## config.mk

```make
export PLATFORM = sky130hd
export DESIGN_NAME = sort4_gather
export DESIGN_NICKNAME = d
export VERILOG_FILES = /design/src/rtl/sort4_gather.sv
export SDC_FILE = /design/constraint.sdc
export NUM_CORES = 1
export LEC_CHECK = 0
export ABC_AREA = 1
export CORE_ASPECT_RATIO = 2
export CORE_MARGIN = 3
export CORE_UTILIZATION = 45
export DETAILED_ROUTE_END_ITERATION = 12
export GPL_TIMING_DRIVEN = 0
export PLACE_DENSITY = 0.68
export SLEW_MARGIN = 15
export SYNTH_ARGS = -nofsm -noshare
export SYNTH_HDL_FRONTEND = slang
export SYNTH_SLANG_ARGS = --single-unit
export TNS_END_PERCENT = 20
```

## constraint.sdc

```tcl
create_clock -name clk -period 1.8 [get_ports clk]
set_clock_uncertainty 0.05 [all_clocks]
set_input_delay 0.36 -clock clk [delete_from_list [all_inputs] [get_ports clk]]
set_output_delay 0.36 -clock clk [all_outputs]
set_load 0.02 [all_outputs]
```

## src/rtl/sort4_gather.sv

```systemverilog
// Packs a serial valid/ready sample stream into quads for the 4-input sorter.
// A fill register collects samples while the output register holds the previous quad.
module sort4_gather #(
  parameter int W = 4
) (
  input  logic         clk,
  input  logic         rst_n,
  input  logic [W-1:0] in_data,
  input  logic         in_valid,
  input  logic         in_last,
  output logic         in_ready,
  output logic [W-1:0] a,
  output logic [W-1:0] b,
  output logic [W-1:0] c,
  output logic [W-1:0] d,
  output logic [2:0]   q_count,
  output logic         q_valid,
  input  logic         q_ready
);

  typedef enum logic {COLLECT, HOLD} state_t;

  state_t       state_q;
  logic [1:0]   idx_q;
  logic [W-1:0] s0_q, s1_q, s2_q, s3_q;
  logic [2:0]   hcnt_q;
  logic [W-1:0] a_q, b_q, c_q, d_q;
  logic [2:0]   cnt_q;
  logic         vld_q;

  logic         acc, done, out_free;
  logic [W-1:0] g0_d, g1_d, g2_d, g3_d;
  logic [2:0]   gcnt_d;

  assign in_ready = (state_q == COLLECT);
  assign acc      = in_valid && in_ready;
  assign done     = acc && ((idx_q == 2'd3) || in_last);
  assign out_free = !vld_q || q_ready;
  assign gcnt_d   = {1'b0, idx_q} + 3'd1;

  // Completed group: earlier slots from the fill register, current sample at idx,
  // zeros above it (stale slot contents from older groups must not leak through).
  always_comb begin
    g0_d = (idx_q == 2'd0) ? in_data : s0_q;
    g1_d = (idx_q == 2'd1) ? in_data : ((idx_q > 2'd1) ? s1_q : '0);
    g2_d = (idx_q == 2'd2) ? in_data : ((idx_q == 2'd3) ? s2_q : '0);
    g3_d = (idx_q == 2'd3) ? in_data : '0;
  end

  always_ff @(posedge clk or negedge rst_n) begin
    if (!rst_n) begin
      state_q <= COLLECT;
      idx_q   <= '0;
      s0_q    <= '0;
      s1_q    <= '0;
      s2_q    <= '0;
      s3_q    <= '0;
      hcnt_q  <= '0;
      a_q     <= '0;
      b_q     <= '0;
      c_q     <= '0;
      d_q     <= '0;
      cnt_q   <= '0;
      vld_q   <= 1'b0;
    end else begin
      // Default: a consumed quad drops q_valid unless a new one loads below.
      if (vld_q && q_ready) vld_q <= 1'b0;
      if (state_q == COLLECT) begin
        if (acc && !done) begin
          if (idx_q == 2'd0) s0_q <= in_data;
          else if (idx_q == 2'd1) s1_q <= in_data;
          else s2_q <= in_data;
          idx_q <= idx_q + 2'd1;
        end else if (done && out_free) begin
          a_q     <= g0_d;
          b_q     <= g1_d;
          c_q     <= g2_d;
          d_q     <= g3_d;
          cnt_q   <= gcnt_d;
          vld_q   <= 1'b1;
          idx_q   <= '0;
        end else if (done) begin
          s0_q    <= g0_d;
          s1_q    <= g1_d;
          s2_q    <= g2_d;
          s3_q    <= g3_d;
          hcnt_q  <= gcnt_d;
          state_q <= HOLD;
        end
      end else if (q_ready) begin
        // q_valid is always high in HOLD, so q_ready here is an output transfer.
        a_q     <= s0_q;
        b_q     <= s1_q;
        c_q     <= s2_q;
        d_q     <= s3_q;
        cnt_q   <= hcnt_q;
        vld_q   <= 1'b1;
        idx_q   <= '0;
        state_q <= COLLECT;
      end
    end
  end

  assign a       = a_q;
  assign b       = b_q;
  assign c       = c_q;
  assign d       = d_q;
  assign q_count = cnt_q;
  assign q_valid = vld_q;

endmodule

```

==> results.cfg <==
[clock_network]
worstSkewPairLatency_ns = 0.30
cts_buffers = 5
clock_transition_at_the_register_clock_pins_on_the_worst_setup_and_hold_paths_after_cts_ns = 0.08
htreeDepth = 2
cts.sink_count = 42
clock_tree.buffer_depth = 2
cts_tree = done
clk_root_buffer_cell = sky130_fd_sc_hd__clkbuf_8

[timing]
postLayoutSetupSlackWorst_ns = 0.0336
timing.max_slew.rel_slack_pct = 69.9
clock.fmax_mhz = 566
report.final.slew_viol_count = 0
final.period_utilization_pct = 98.1
report.final.setup_viol = 0
tightestPinTransition_ns = 0.450
report.final.hold_viol_count = 0
finalCriticalPeriod_ns = 1.77
hold_ws_ns = 0.421

[setup_path]
end_kind = output pin
critical_path.max_fanout = 10
cpPeakStageDelay_ns = 0.47
r2r-end = q_count[0]
cpMaxStageDelayCell = sky130_fd_sc_hd__dfrtp_2
worst_setup_path_endpoint = in_ready
critical_path_required_time_ns = 1.39
critPathKind = flip-flop to output pin
crit_arrival_ns = 1.36
cp_cell_sequence = inv_4 > clkbuf_8 > clkdlybuf4s15_2
start_kind = flip-flop
worstReg2RegStart = idx_q[1]
crit_path_start = state_q
ff2ff_setup_slack_ns = 0.07
r2r_cells = 10

[logic_synthesis]
syn_nets = 327
postSynthRegisterBits = 42
synth_sequential_area_ratio_pct = 45.6
post_synth_fa_ha_maj_area_fraction_pct = 2.17
synth_cell_type_count = 21
post_synth_xor_area_fraction_pct = 0
synth-compound-area-share_pct = 5.81
synth_top_family_by_area = simple AND/OR/NAND/NOR gates
synth_area_sq_mm = 0.00231
average_cell_area_after_synthesis_sq_um = 7.34
post_synth_inst_count = 314
synth.mux.area_fraction_pct = 0
synth-warning-count = 0
synth_simple_gate_area_share_pct = 39.6

[floorplan]
fp-row-count = 36
fp.dieH_microns = 107
dieWidth_microns = 56.6
die_area_sq_mm = 0.00607
start_util_pct = 47.0
floorplan.io_pins = 30
coreArea_sq_mm = 0.00491

[place]
detailedPlacementHpwl_microns = 4460
place_congestion = 0.907
worst_slack_at_placement_ns = -0.398
number_of_buffers_inserted_by_port_buffering = 29

[power_and_ir_drop]
static_leakage_power_nw = 1.51
final_power_w = 0.00366
powerDensity_mw_per_mm2 = 1270
ir_drop_worst_vdd_mv = 0.881

[layout]
num-nets-final = 369
diodes = 0
layout_commonest_cell = sky130_fd_sc_hd__nand2_1
mostFrequentLayoutCells = sky130_fd_sc_hd__nand2_1 (154), sky130_fd_sc_hd__nand3_1 (47), sky130_fd_sc_hd__dfrtp_1 (39), sky130_fd_sc_hd__clkdlybuf4s50_1 (27), sky130_fd_sc_hd__inv_1 (17)
layout-drive-gt1-share_pct = 12.9
area_growth_pct = 24.7

[routing]
drt_pass1_iterations = 4
detailedRoute.firstIterationViolations = 61
dr_total_vias = 2169
drt-total-wl_microns = 6050
detail_route.wl_per_cell_microns = 14.6
viasPerCell = 5.24
post-route-drc-count = 0
ant_nets = 0

[global_route]
grt_antenna_before_repair = 0
globalRouteTotalUtil_pct = 21.6
number_of_global_route_vias_before_repair = 2134
grt_start_max_net_pins = 34
globalRoute.totalOverflow = 0
grt_pass1_wl_microns = 9960

[outcome]
outcome = finished, final reports clean

[flow_run]
drv_cap = 0

[min_path]
hp_class = input port to asynchronous set/reset pin
-- layout make-up --
class	count	area (sq um)
flip-flops and latches	42	1050
multi-input cells	240	1130
clock inverters	1	5.00
well taps	57	71.3
inverters	21	83.8
plain buffers	11	93.8
fillers	507	2030
clock buffers	7	86.3
repair buffers	35	347
-- per-stage QoR --
step	instances	util, %	TNS, ns	area (sq um)
detailed placement	401	54.6	-4.91	2680
CTS	410	57.2	0	2810
finish	414	58.6	0	2880
floorplan	314	-	0	2310
global placement	400	54.3	-39.42	2670
global route	414	58.6	-0.00340	2880
-- registers in the layout (all words and copies together), names as in the netlist --
register  cells
d             4
b             4
q_count       3
c             4
idx_q         2
s3_q          4
s0_q          4
q_valid       1
s1_q          4
state_q       1
hcnt_q        3
a             4
s2_q          4
-- report_power, final --
group          switching (W)  internal [W]  leakage [nW]
sequential          0.000184       0.00123         0.551
clock               0.000330      0.000310        0.0482
combinational       0.000963      0.000637         0.915
-- how the worst min path moves through the flow --
stage | startpoint | endpoint | slack, ns | cells past startpoint
after floorplan | rst_n | a[0] | 0.01 | 0
after global placement | q_count[2] | q_count[2] | 0.40 | 2
after detailed placement | rst_n | a[3] | 0.21 | 1
after CTS | rst_n | s0_q[2] | 0.41 | 2
after global routing | rst_n | a[3] | 0.42 | 2
final | rst_n | s0_q[2] | 0.42 | 2
-- metal layers --
| metal | GRT usage (%) | vias up | share of wire, % |
|---|---|---|---|
| met1 | 22.7 | 1004 | 38 |
| met4 | 14.6 | 0 | 5.2 |
| met5 | 0 | - | 0 |
| li1 | - | 1080 | - |
| met3 | 3.49 | 19 | 3.4 |
| met2 | 38.3 | 66 | 54 |
-- kinds of logic after synthesis --
| group | after synthesis |
|---|---|
| compound gates | 23 |
| fa+ha+maj | 4 |
| buf+inv | 33 |
| simple gates | 212 |
| flops | 42 |
-- repair_timing --
action / CTS / global route
resized for setup: 11 / 13
buffers inserted: 1 / 3
hold endpoints to repair: 9 / 0
pin swaps: 1 / 1
hold buffers: 1 / 0
gates cloned: 0 / 1
endpoints found under the setup margin: 24 / 30
-- Yosys cell counts --
| cell | count | area [sq um] |
|---|---|---|
| sky130_fd_sc_hd__nand2_1 | 157 | 589 |
| sky130_fd_sc_hd__nand3_1 | 47 | 235 |
| sky130_fd_sc_hd__dfrtp_1 | 42 | 1050 |
| sky130_fd_sc_hd__inv_1 | 18 | 67.6 |
| sky130_fd_sc_hd__o21ai_0 | 13 | 65.1 |
| sky130_fd_sc_hd__buf_2 | 6 | 30.0 |
| sky130_fd_sc_hd__o21ai_1 | 5 | 25.0 |
| sky130_fd_sc_hd__ha_1 | 4 | 50.1 |
| sky130_fd_sc_hd__buf_4 | 3 | 22.5 |
| sky130_fd_sc_hd__inv_2 | 3 | 11.3 |
| sky130_fd_sc_hd__o211ai_1 | 3 | 22.5 |
| sky130_fd_sc_hd__buf_6 | 2 | 22.5 |
| sky130_fd_sc_hd__nand2_2 | 2 | 12.5 |
| sky130_fd_sc_hd__nand2_4 | 2 | 22.5 |
| sky130_fd_sc_hd__a21oi_1 | 1 | 5.00 |
| sky130_fd_sc_hd__a21oi_4 | 1 | 16.3 |
| sky130_fd_sc_hd__clkbuf_1 | 1 | 3.75 |
| sky130_fd_sc_hd__nand3_2 | 1 | 10.0 |
| sky130_fd_sc_hd__nand3_4 | 1 | 17.5 |
| sky130_fd_sc_hd__nor2_2 | 1 | 6.26 |
| sky130_fd_sc_hd__nor2_8 | 1 | 20.0 |
-- critical path: cells and delay by family, from the launching register on --
kind	cells	cell delay [ns]
flip-flops	1	0.47
buffers and inverters	3	0.58
Note: power is estimated with default switching activity, not from simulation.
